**src/rtl/adder_share_ctrl_pkg.sv**
```systemverilog
// Shared definitions for the adder-sharing sequencer: slice/operand widths,
// requester ids and the FSM state encoding.
package adder_share_ctrl_pkg;

  localparam int SLICE_W = 16;
  localparam int OP_W    = 2 * SLICE_W;

  localparam logic REQ_PC  = 1'b0;
  localparam logic REQ_ALU = 1'b1;

  typedef enum logic [1:0] {
    IDLE,
    LO,
    HI,
    DONE
  } state_t;

  // Two's-complement overflow: operands agree in sign but the sum does not.
  function automatic logic signed_ovf(input logic a_msb, input logic b_msb, input logic s_msb);
    return (a_msb == b_msb) && (s_msb != a_msb);
  endfunction

endpackage

```
**src/rtl/adder16_ci.sv**
```systemverilog
// 16-bit ripple-carry adder slice with carry-in and carry-out, chained from
// full-adder cells. A 32-bit add is done as two passes through this slice.
module adder16_ci
  import adder_share_ctrl_pkg::*;
(
  input  logic [SLICE_W-1:0] a,
  input  logic [SLICE_W-1:0] b,
  input  logic               cin,
  output logic [SLICE_W-1:0] sum,
  output logic               cout
);

  logic [SLICE_W:0] carry;

  assign carry[0] = cin;
  assign cout     = carry[SLICE_W];

  for (genvar i = 0; i < SLICE_W; i++) begin : g_bit
    full_adder u_fa (
      .a   (a[i]),
      .b   (b[i]),
      .cin (carry[i]),
      .sum (sum[i]),
      .cout(carry[i+1])
    );
  end

endmodule

```
**src/rtl/full_adder.sv**
```systemverilog
// One-bit full adder cell, the building block of the shared ripple slice.
module full_adder (
  input  logic a,
  input  logic b,
  input  logic cin,
  output logic sum,
  output logic cout
);

  assign sum  = a ^ b ^ cin;
  assign cout = (a & b) | (cin & (a ^ b));

endmodule

```
**src/rtl/adder_share_ctrl.sv**
```systemverilog
// Round-robin sequencer sharing one 16-bit adder slice between the PC unit
// (req0) and the ALU (req1); wide adds take a second pass through the slice.
module adder_share_ctrl
  import adder_share_ctrl_pkg::*;
(
  input  logic            clk,
  input  logic            reset,
  input  logic            req0_valid,
  input  logic [OP_W-1:0] req0_a,
  input  logic [OP_W-1:0] req0_b,
  input  logic            req0_wide,
  output logic            req0_ready,
  input  logic            req1_valid,
  input  logic [OP_W-1:0] req1_a,
  input  logic [OP_W-1:0] req1_b,
  input  logic            req1_wide,
  output logic            req1_ready,
  output logic            rsp_valid,
  input  logic            rsp_ready,
  output logic            rsp_id,
  output logic [OP_W-1:0] rsp_sum,
  output logic            rsp_carry,
  output logic            rsp_ovf
);

  state_t state, state_next;

  logic            last_grant;
  logic            grant_valid;
  logic            grant_id;
  logic [OP_W-1:0] op_a, op_b;
  logic            op_wide;
  logic            op_id;

  logic [SLICE_W-1:0] sum_lo, sum_hi;
  logic               c16, c32;

  logic [SLICE_W-1:0] slice_a, slice_b, slice_sum;
  logic               slice_cin, slice_cout;

  // Grants only happen in IDLE; on a tie the requester not served last wins.
  always_comb begin
    grant_valid = 1'b0;
    grant_id    = REQ_PC;
    if (state == IDLE && !reset) begin
      if (req0_valid && req1_valid) begin
        grant_valid = 1'b1;
        grant_id    = ~last_grant;
      end else if (req0_valid) begin
        grant_valid = 1'b1;
        grant_id    = REQ_PC;
      end else if (req1_valid) begin
        grant_valid = 1'b1;
        grant_id    = REQ_ALU;
      end
    end
    req0_ready = grant_valid && (grant_id == REQ_PC);
    req1_ready = grant_valid && (grant_id == REQ_ALU);
  end

  always_ff @(posedge clk) begin
    if (reset) begin
      state <= IDLE;
    end else begin
      state <= state_next;
    end
  end

  always_comb begin
    state_next = state;
    case (state)
      IDLE:    if (grant_valid) state_next = LO;
      LO:      state_next = op_wide ? HI : DONE;
      HI:      state_next = DONE;
      DONE:    if (rsp_ready) state_next = IDLE;
      default: state_next = IDLE;
    endcase
  end

  // The high pass reuses the slice with the registered low-half carry.
  always_comb begin
    slice_a   = op_a[SLICE_W-1:0];
    slice_b   = op_b[SLICE_W-1:0];
    slice_cin = 1'b0;
    if (state == HI) begin
      slice_a   = op_a[OP_W-1:SLICE_W];
      slice_b   = op_b[OP_W-1:SLICE_W];
      slice_cin = c16;
    end
  end

  adder16_ci u_slice (
    .a   (slice_a),
    .b   (slice_b),
    .cin (slice_cin),
    .sum (slice_sum),
    .cout(slice_cout)
  );

  always_ff @(posedge clk) begin
    if (reset) begin
      last_grant <= REQ_ALU;
      op_a       <= '0;
      op_b       <= '0;
      op_wide    <= 1'b0;
      op_id      <= REQ_PC;
      sum_lo     <= '0;
      sum_hi     <= '0;
      c16        <= 1'b0;
      c32        <= 1'b0;
    end else begin
      if (grant_valid) begin
        last_grant <= grant_id;
        op_id      <= grant_id;
        op_a       <= (grant_id == REQ_PC) ? req0_a    : req1_a;
        op_b       <= (grant_id == REQ_PC) ? req0_b    : req1_b;
        op_wide    <= (grant_id == REQ_PC) ? req0_wide : req1_wide;
      end
      if (state == LO) begin
        sum_lo <= slice_sum;
        c16    <= slice_cout;
      end
      if (state == HI) begin
        sum_hi <= slice_sum;
        c32    <= slice_cout;
      end
    end
  end

  // Response fields are driven only in DONE so they read zero at all other times.
  always_comb begin
    rsp_valid = 1'b0;
    rsp_id    = REQ_PC;
    rsp_sum   = '0;
    rsp_carry = 1'b0;
    rsp_ovf   = 1'b0;
    if (state == DONE) begin
      rsp_valid = 1'b1;
      rsp_id    = op_id;
      if (op_wide) begin
        rsp_sum   = {sum_hi, sum_lo};
        rsp_carry = c32;
        rsp_ovf   = signed_ovf(op_a[OP_W-1], op_b[OP_W-1], sum_hi[SLICE_W-1]);
      end else begin
        rsp_sum   = {{SLICE_W{1'b0}}, sum_lo};
        rsp_carry = c16;
        rsp_ovf   = signed_ovf(op_a[SLICE_W-1], op_b[SLICE_W-1], sum_lo[SLICE_W-1]);
      end
    end
  end

endmodule

```
**config.mk**
```make
export PLATFORM = sky130hd
export DESIGN_NAME = adder_share_ctrl
export DESIGN_NICKNAME = d
export VERILOG_FILES = /design/src/rtl/adder_share_ctrl_pkg.sv /design/src/rtl/adder16_ci.sv /design/src/rtl/full_adder.sv /design/src/rtl/adder_share_ctrl.sv
export SDC_FILE = /design/constraint.sdc
export NUM_CORES = 1
export LEC_CHECK = 0
export ABC_AREA = 0
export CORE_MARGIN = 4
export CORE_UTILIZATION = 48
export DETAILED_ROUTE_END_ITERATION = 8
export HOLD_SLACK_MARGIN = 0.15
export PLACE_DENSITY = 0.81
export SETUP_SLACK_MARGIN = 0.1
export SYNTH_ARGS = -nofsm -noshare
export SYNTH_HDL_FRONTEND = slang
export SYNTH_HIERARCHICAL = 1
export SYNTH_SLANG_ARGS = --single-unit
```
**constraint.sdc**
```tcl
create_clock -name clk -period 10.6 [get_ports clk]
set_input_delay 2.12 -clock clk [delete_from_list [all_inputs] [get_ports clk]]
set_output_delay 2.12 -clock clk [all_outputs]
set_load 0.005 [all_outputs]
```
==> flow_summary_export.csv <==
group,metric,value,unit
sta,slew_headroom,0.256,
floorplan,pin_count,173,
worst_setup_path,cp_data_required_time,10780,ps
yosys,synth_top_area_frac,0.360,
detailed_routing,wirelength,16.3,mm
yosys,yosysTopAreaCell,"dfxtp_1",
placed_design,hpwl,12.1,mm
grt,antenna_found_initial,0,
sta,maxSlewViolCount,0,
cells_and_area,num-fill-cells,932,
sta,period_share,0.804,
yosys,yosysUniqueCellTypes,35,
clocking,cts_max_level,3,
grt,overflow,0,
yosys,synth_flop_cell,"dfxtp_1",
worst_setup_path,slowest_delay,640,ps
worst_setup_path,cp-end-kind,"register",
placed_design,gp_congestion,0.855,
grt,grt_pass1_wl,25.9,mm
clocking,cts-root-buf,"clkbuf_16",
placed_design,portBuffers,172,
clocking,cts_hold_buf,0,
grt,grt_max_degree,106,
sta,worstMarginPinSlew,1120,ps
yosys,avgSynthCellArea,8.45,um^2
detailed_routing,routedWlPerCell,17.1,um
yosys,synthArstFlopShare,0,
yosys,syn-num-nets,834,
floorplan,core-area,11600,um^2
power,fin_total_pwr,1.86,mW
clocking,clkLatencyLatePin,340,ps
floorplan,die_area,13800,um^2
yosys,yosysSeqAreaShare,0.360,
worst_setup_path,critPathMostFrequentCell,"fa_1",
clocking,cts_resized,0,
yosys,synth_area_leaders,"dfxtp_1 36%, nand2_1 8.6%, nor2b_1 7.1%, mux2i_1 6.3%, mux2_2 6.3%",
power,power-per-cell-area,243,nW/um^2
sta,finClkSkew,10.7,ps
sta,final-setup-viol-count,0,
floorplan,start_util,0.496,
worst_setup_path,cp_slowest_cell,"ha_2",
yosys,synth_area,5730,um^2
clocking,cts_tree,"built",
grt,gr-usage-all-layers,0.238,
worst_setup_path,cp.buffers_inverters,1,
run,cap_viol_max_count,0,
worst_setup_path,critPathTopFamily,"adder cells",
detailed_routing,viasPerCell,5.54,
detailed_routing,drt_iter0_markers,285,
power,ir_drop,123,uV
worst_setup_path,path_cells,"inv_1, ha_2, mux2_2, fa_1, fa_1, fa_1, fa_1, fa_1, fa_1, fa_1, fa_1, fa_1, fa_1, fa_1, fa_1, fa_1, fa_1, fa_1, fa_1, mux2i_1, nor2_1",
grt,grt_pass1_vias,5214,
clocking,clk_path_buf_depth,2,
detailed_routing,remaining_drc_errors,0,
sta,post-route-min-period,8530,ps
worst_hold_path,min_path_type,"reg -> reg",
worst_setup_path,start_kind,"register",
sta,tns,0,ps
sta,fmax,0.117,GHz
cells_and_area,antenna_cells,0,
detailed_routing,ant_nets,0,
power,p_leak,3.04,nW
detailed_routing,firstDrtPassIters,5,
outcome,status,"finished, final reports clean",
detailed_routing,vias,5283,
yosys,synth-seq-cells,103,
yosys,yosysWarnings,6,
cells_and_area,drive_above_1_share,0.0900,
sta,rsz0062_at_grt,"false",
clocking,post_cts.repair.setup_buffers,0,
clocking,cts.sinks,103,
cells_and_area,seq_area,2060,um^2
cells_and_area,fin_nets,962,
cells_and_area,syn_to_final_growth,34.0,%
floorplan,fp-row-count,39,
worst_setup_path,critPathKind,"reg -> reg",
floorplan,die_h,117,um
worst_setup_path,critPathMaxFanout,29,
clocking,cts_inserted_buffers,9,
yosys,syn_inst,678,
yosys,synth_edf_count,0,
worst_setup_path,rrSetupSlack,2070,ps
worst_setup_path,crit_arrival,8710,ps
sta,finalHoldViolCount,0,
clocking,clk_pin_slew,70,ps
cells_and_area,multi_input_area,3360,um^2
floorplan,fp.dieW,117,um
==> path summary, 6_finish.rpt <==
check | end | cells after the start | startpoint
min | sum_lo[7]$_SDFFE_PP0N_ | 2 | sum_lo[7]$_SDFFE_PP0N_
max | sum_hi[15]$_SDFFE_PP0P_ | 21 | state[0]$_SDFFE_PP0P_
max reg2reg | sum_hi[15]$_SDFFE_PP0P_ | 21 | state[0]$_SDFFE_PP0P_
min reg2reg | sum_lo[7]$_SDFFE_PP0N_ | 2 | sum_lo[7]$_SDFFE_PP0N_
==> cell type report <==
cell class / count / share of cell area
Sequential cell: 103 / 0.268
Inverter: 3 / 0.00147
Clock inverter: 6 / 0.00880
Multi-Input combinational cell: 511 / 0.437
Tap cell: 143 / 0.0233
Clock buffer: 10 / 0.0311
Timing Repair Buffer: 178 / 0.230
==> cells in the final DEF (no fill, tap or decap), types with 4 or more instances in the layout <==
cell type and instances:
dfxtp_1 103, a31oi_1 56, a31oi_2 10, nand2_1 132, clkbuf_16 9, a21oi_1 67, buf_4 7, and3_1 17
clkdlybuf4s50_1 171, fa_1 16, nor2b_1 64, and2_1 19, nor2_1 36, ha_1 4, mux2i_1 36, mux2_2 32
==> cell usage after synthesis (all sizes together) (3+ instances only) <==
| cell | n |
|---|---|
| nand2 | 132 |
| dfxtp | 103 |
| a21oi | 67 |
| a31oi | 66 |
| nor2b | 65 |
| buf | 38 |
| mux2i | 36 |
| nor2 | 36 |
| mux2 | 32 |
| clkbuf | 23 |
| and2 | 20 |
| and3 | 17 |
| fa | 16 |
| ha | 5 |
| inv | 3 |
| nand2b | 3 |
==> worst register-to-register path, stage by stage, from the launching register on <==
cell and delay, ps:
dfxtp_1 340, inv_1 160, ha_2 640, mux2_2 440, fa_1 450, fa_1 400
fa_1 430, fa_1 400, fa_1 410, fa_1 420, fa_1 390, fa_1 390
fa_1 390, fa_1 400, fa_1 400, fa_1 390, fa_1 400, fa_1 420
fa_1 410, fa_1 480, mux2i_1 170, nor2_1 60
==> registers in the layout (all words and copies together), names as in the netlist, 2 cells and up <==
register  cells
op_a         32
op_b         32
sum_hi       16
sum_lo       16
state         2
==> power by group <==
part | total [mW] | switching, mW | internal [mW]
combinational | 0.865 | 0.448 | 0.418
clock | 0.336 | 0.145 | 0.191
sequential | 0.662 | 0.110 | 0.551
==> cells by family after synthesis <==
| kind of cell | synth area share |
|---|---|
| AO/OA/AOI/OAI | 0.157 |
| multiplexers | 0.126 |
| AND/OR/NAND/NOR | 0.233 |
| flip-flops | 0.360 |
| buffers and inverters | 0.0574 |
| adder cells (fa/ha/maj) | 0.0668 |
==> stage by stage <==
step / cell area (um^2) / hold slack (ps) / util / setup slack (ps) / instances
floorplan: 5730 / 452 / - / 2830 / 678
global placement: 7370 / 470 / 0.638 / 2380 / 938
detailed placement: 7370 / 472 / 0.638 / 2210 / 938
CTS: 7680 / 490 / 0.664 / 2110 / 954
global route: 7680 / 519 / 0.664 / 1830 / 954
finish: 7680 / 492 / 0.664 / 2070 / 954
==> routing by layer <==
metal | share of wire | vias to the layer above | global-route usage | wire (um)
met4 | 0.012 | 0 | 0.0589 | 191
li1 | - | 2561 | - | -
met2 | 0.47 | 225 | 0.398 | 7720
met1 | 0.44 | 2483 | 0.325 | 7170
met3 | 0.074 | 14 | 0.0350 | 1210
met5 | 0 | - | 0 | 0
(Power assumes the default switching activity.)
==> RTL edit 1 (same settings) <==
The package constant `SLICE_W` goes from 16 to 32.
--- a/src/rtl/adder_share_ctrl_pkg.sv
+++ b/src/rtl/adder_share_ctrl_pkg.sv
@@ -2,7 +2,7 @@
 // requester ids and the FSM state encoding.
 package adder_share_ctrl_pkg;
 
-  localparam int SLICE_W = 16;
+  localparam int SLICE_W = 32;
   localparam int OP_W    = 2 * SLICE_W;
 
   localparam logic REQ_PC  = 1'b0;
Interface: changed (5 resized); port bits go from 173 to 333. The function was not compared with the original's and may differ.
==> RTL edit 1 against the original RTL <==
  * The flow now finishes with violations (setup timing)
  * Global-route usage is 4.4 points higher
  * Synthesized cell count grew 91%
  * Via count is 98% higher
  * Setup slack lost 4.2 ns
  * Power is 93% higher
  * Clock power grew 81%
  * Worst hold slack got worse by 0.0038 ns
  * Area after synthesis increased by 91%
  * Routed wire length increased by 130%
  * Sequential cell count grew 96
  * Sequential power increased by 87%
  * Clock skew grew 0.0093 ns
  * Design area up 93%
==> RTL edit 1: results (changes against the original RTL) <==
Status
  – Outcome: finished, violations left (was complete, no violations)
  – Failing checks: setup timing

GRT
  – Global-route wire length before repair: 57.9 mm (was 25.9 mm)
  – Largest net degree at the start of global routing: 117 (was 106)
  – Antenna violations before repair: 2 (was 0)
  – Met3 Use GR: 6.04% (was 3.50%)
  – Vias in the first global route: 10500 (was 5214)
  – GR Layer Usage met2: 48.9% (was 39.8%)
  – GR Util All Layers: 28.2% (was 23.8%)

Timing
  – Max Clock Skew: 0.0200 ns (was 0.0107 ns)
  – Final setup vio count: 16 (was 0)
  – Hold slack: 0.488 ns (was 0.492 ns)
  – Slew @ Worst Pin: 1.16 ns (was 1.12 ns)
  – Setup ws final: -2.13 ns (was 2.07 ns)

Worst hold path
  – Min-Delay Startpoint: sum_lo[19] (was sum_lo[7])
  – Hold endpoint: sum_lo[19] (was sum_lo[7])

Worst setup path
  – Worst Setup SP: state[1] (was state[0])
  – CP max stage delay: 0.54 ns (was 0.64 ns)
  – FF-to-FF Start: state[1] (was state[0])
  – Reg2reg end: sum_hi[31] (was sum_hi[15])
  – Worst r2r path cells: 36 (was 21)
  – Worst-path maximum fanout: 4 (was 29)

Logic synthesis
  – Register area share after synthesis: 36.5% (was 36.0%)
  – Synth area leaders: dfxtp_1 36%, nand2_1 8.9%, nor2b_1 7.5% (was dfxtp_1 36%, nand2_1 8.6%, nor2b_1 7.1%)
  – Synth top cells by count: 260 x nand2_1, 199 x dfxtp_1, 131 x a21oi_1, 131 x nor2b_1, 111 x a31oi_1 (was 132 x nand2_1, 103 x dfxtp_1, 67 x a21oi_1)
  – Mapped Cells: 1297 (was 678)

Placed design
  – Placed Area: 14200 um2 (was 7370 um2)
  – Worst slack, placed: -2.02 ns (was 2.21 ns)
  – IO Port Bufs: 332 (was 172)
  – Placer Congestion: 0.879 (was 0.855)

Clock tree
  – Total CTS buffers: 17 (was 9)
  – H-tree levels: 4 (was 3)

Route
  – Met2 wire len: 18.1 mm (was 7.72 mm)
  – Via density: 5.68 (was 5.54)
  – Iter 0 DRT Violations: 810 (was 285)
  – Drt pass-1 iters: 8 (was 5)
  – Drt total wl: 36.8 mm (was 16.3 mm)

Power
  – Worst ir drop on vdd: 0.109 mV (was 0.123 mV)
  – Sequential Power: 1.24 mW (was 0.662 mW)

Final layout
  – Largest regs: op_a (64), op_b (64) (was op_a (32), op_b (32))
  – # fillers: 1750 (was 932)
  – Share of cells above drive strength 1: 11.2% (was 9.00%)
==> RTL edit 1: kinds of logic after synthesis <==
kind of cell             synth area share (%)
adder cells (fa/ha/maj)                  6.44
AO/OA/AOI/OAI                            15.4
buffers and inverters                    5.68
flip-flops                               36.5
AND/OR/NAND/NOR                          23.2
multiplexers                             12.8
==> RTL edit 1: area by class of cell <==
class | count | area share, %
diodes | 3 | 0.0508
clock inverters | 12 | 0.626
clock buffers | 20 | 3.02
flip-flops and latches | 199 | 26.9
repair buffers | 349 | 23.3
multi-input cells | 975 | 43.6
well taps | 280 | 2.37
inverters | 3 | 0.0761
==> RTL edit 1: worst max path at each step <==
stage            endpoint
2_1_floorplan  sum_lo[31]
3_3_place_gp   sum_hi[31]
3_5_place_dp   sum_hi[31]
4_1_cts        sum_hi[31]
5_1_grt        sum_hi[31]
6_report       sum_hi[31]
==> RTL edit 1: critical path, delay by kind of cell, from the launching register on <==
family        cells  cell delay, ns
fa+ha+maj        33           11.76
simple gates      1            0.10
flops             1            0.38
mux               2            0.38
==> RTL edit 2 (same settings) <==
Made on the original files. Put a register stage on the output `rsp_ovf`, with the module's reset. The value now appears one clock later. The other outputs are not delayed to match.
--- a/src/rtl/adder_share_ctrl.sv
+++ b/src/rtl/adder_share_ctrl.sv
@@ -22,6 +22,8 @@
   output logic            rsp_carry,
   output logic            rsp_ovf
 );
+
+  logic rsp_ovf_d;
 
   state_t state, state_next;
 
@@ -133,19 +135,27 @@
     rsp_id    = REQ_PC;
     rsp_sum   = '0;
     rsp_carry = 1'b0;
-    rsp_ovf   = 1'b0;
+    rsp_ovf_d = 1'b0;
     if (state == DONE) begin
       rsp_valid = 1'b1;
       rsp_id    = op_id;
       if (op_wide) begin
         rsp_sum   = {sum_hi, sum_lo};
         rsp_carry = c32;
-        rsp_ovf   = signed_ovf(op_a[OP_W-1], op_b[OP_W-1], sum_hi[SLICE_W-1]);
+        rsp_ovf_d = signed_ovf(op_a[OP_W-1], op_b[OP_W-1], sum_hi[SLICE_W-1]);
       end else begin
         rsp_sum   = {{SLICE_W{1'b0}}, sum_lo};
         rsp_carry = c16;
-        rsp_ovf   = signed_ovf(op_a[SLICE_W-1], op_b[SLICE_W-1], sum_lo[SLICE_W-1]);
+        rsp_ovf_d = signed_ovf(op_a[SLICE_W-1], op_b[SLICE_W-1], sum_lo[SLICE_W-1]);
       end
+    end
+  end
+
+  always_ff @(posedge clk) begin
+    if (reset) begin
+      rsp_ovf <= '0;
+    end else begin
+      rsp_ovf <= rsp_ovf_d;
     end
   end
 
Check against the original RTL: not equivalent (a bounded check fails within 4 cycles, from zero or initial values and one cycle with reset high).
==> RTL edit 2 against the original RTL <==
  * Combinational power rose by 2.4%
  * Global-route usage down 0.72 points
  * Utilization rose by 0.21 points
  * Routed wire length increased by 1.5%
  * Critical path depth did not move
  * Power rose by 1.7%
  * Setup slack better by 0.027 ns
  * Sequential cell count grew 1
  * Design area grew 1.2%
  * Area after synthesis rose by 1.6%
  * Clock skew fell by 0.00093 ns
  * Critical endpoint is now sum_lo[15]
==> RTL edit 2: results (changes against the original RTL) <==
Status
  – Outcome: complete, no violations (unchanged)

Final layout
  – Non-clock buffers, area share: 22.6% (was 23.0%)
  – Area of the multi-input gates: 3430 um2 (was 3360 um2)
  – Total Nets Final: 963 (was 962)
  – Multi-input gates: 512 (was 511)
  – Layout clock buffers: 9 (was 10)
  – Register area: 2080 um2 (was 2060 um2)
  – Share of cells above drive strength 1: 10.2% (was 9.00%)
  – # fillers: 883 (was 932)
  – Non-clk bufs: 177 (was 178)
  – Area grow syn2layout: 33.4% (was 34.0%)

Power
  – Leakage power: 3.04 nW (about the same)
  – Worst ir drop on vdd: 0.122 mV (was 0.123 mV)
  – Sequential Power: 0.664 mW (was 0.662 mW)
  – Power Dens Cells: 244 nW/um2 (was 243 nW/um2)
  – Sw Pwr: 0.724 mW (was 0.703 mW)

Logic synthesis
  – Synth area leaders: dfxtp_1 36%, nand2_1 8.5%, nor2b_1 7.2% (was dfxtp_1 36%, nand2_1 8.6%, nor2b_1 7.1%)
  – Synth top cells by count: 132 x nand2_1, 104 x dfxtp_1, 67 x a21oi_1, 67 x nor2b_1, 46 x a31oi_1 (was 132 x nand2_1, 103 x dfxtp_1, 67 x a21oi_1)
  – Compound-Gate Fraction of Synth Area: 16.5% (was 15.7%)
  – Avg Synthesized Cell Area: 8.56 um2 (was 8.45 um2)
  – Post-synthesis cell type count: 36 (was 35)
  – Synth Area in Adders: 6.58% (was 6.68%)
  – Mux contribution to synthesized area: 12.4% (was 12.6%)
  – Register area share after synthesis: 35.8% (was 36.0%)

Worst setup path
  – Worst-path maximum fanout: 28 (was 29)

Route
  – Via density: 5.53 (was 5.54)
  – Iter 0 DRT Violations: 401 (was 285)
  – WL per Instance: 17.3 um (was 17.1 um)

Floorplan
  – Die width: 118 um (was 117 um)

Placed design
  – Worst slack, placed: 2.26 ns (was 2.21 ns)
  – Placer Congestion: 0.850 (was 0.855)
  – Placed Area: 7460 um2 (was 7370 um2)
  – Post-DP HPWL: 12.2 mm (was 12.1 mm)
  – Placed cells: 939 (was 938)

GRT
  – Antenna violations before repair: 1 (was 0)
  – GR Util All Layers: 23.1% (was 23.8%)
  – Vias in the first global route: 5313 (was 5214)

Timing
  – Max Clock Skew: 0.00973 ns (was 0.0107 ns)
  – Slew headroom: 20.9% (was 25.6%)
==> RTL edit 2: path summary, 6_finish.rpt <==
kind,slack (ns),to,startpoint,cells after the start
worst min register to register,0.49,sum_lo[9],sum_lo[9],2
worst max-delay path,2.10,sum_lo[15],state[0],21
worst max register to register,2.10,sum_lo[15],state[0],21
worst min-delay path,0.49,sum_lo[9],sum_lo[9],2
==> RTL edit 2: cells by family after synthesis <==
logic type                 after synthesis
DFF                                    104
muxes                                   68
adders and majority gates               21
buffers and inverters                   64
AOI/OAI and AO/OA                      142
and+or+nand+nor                        281
==> RTL edit 2: worst min-delay path: stages, from the launching register on <==
cell and delay (ns):
dfxtp_1 0.33, mux2i_1 0.06, nor2_1 0.07
==> RTL edit 2: per-layer routing <==
metal	vias to the layer above	track usage, %	share of wire (%)
met5	-	0	0.048
met4	2	8.94	2.6
met3	36	4.92	6.8
met2	219	37.9	47
met1	2466	29.9	43
li1	2555	-	-
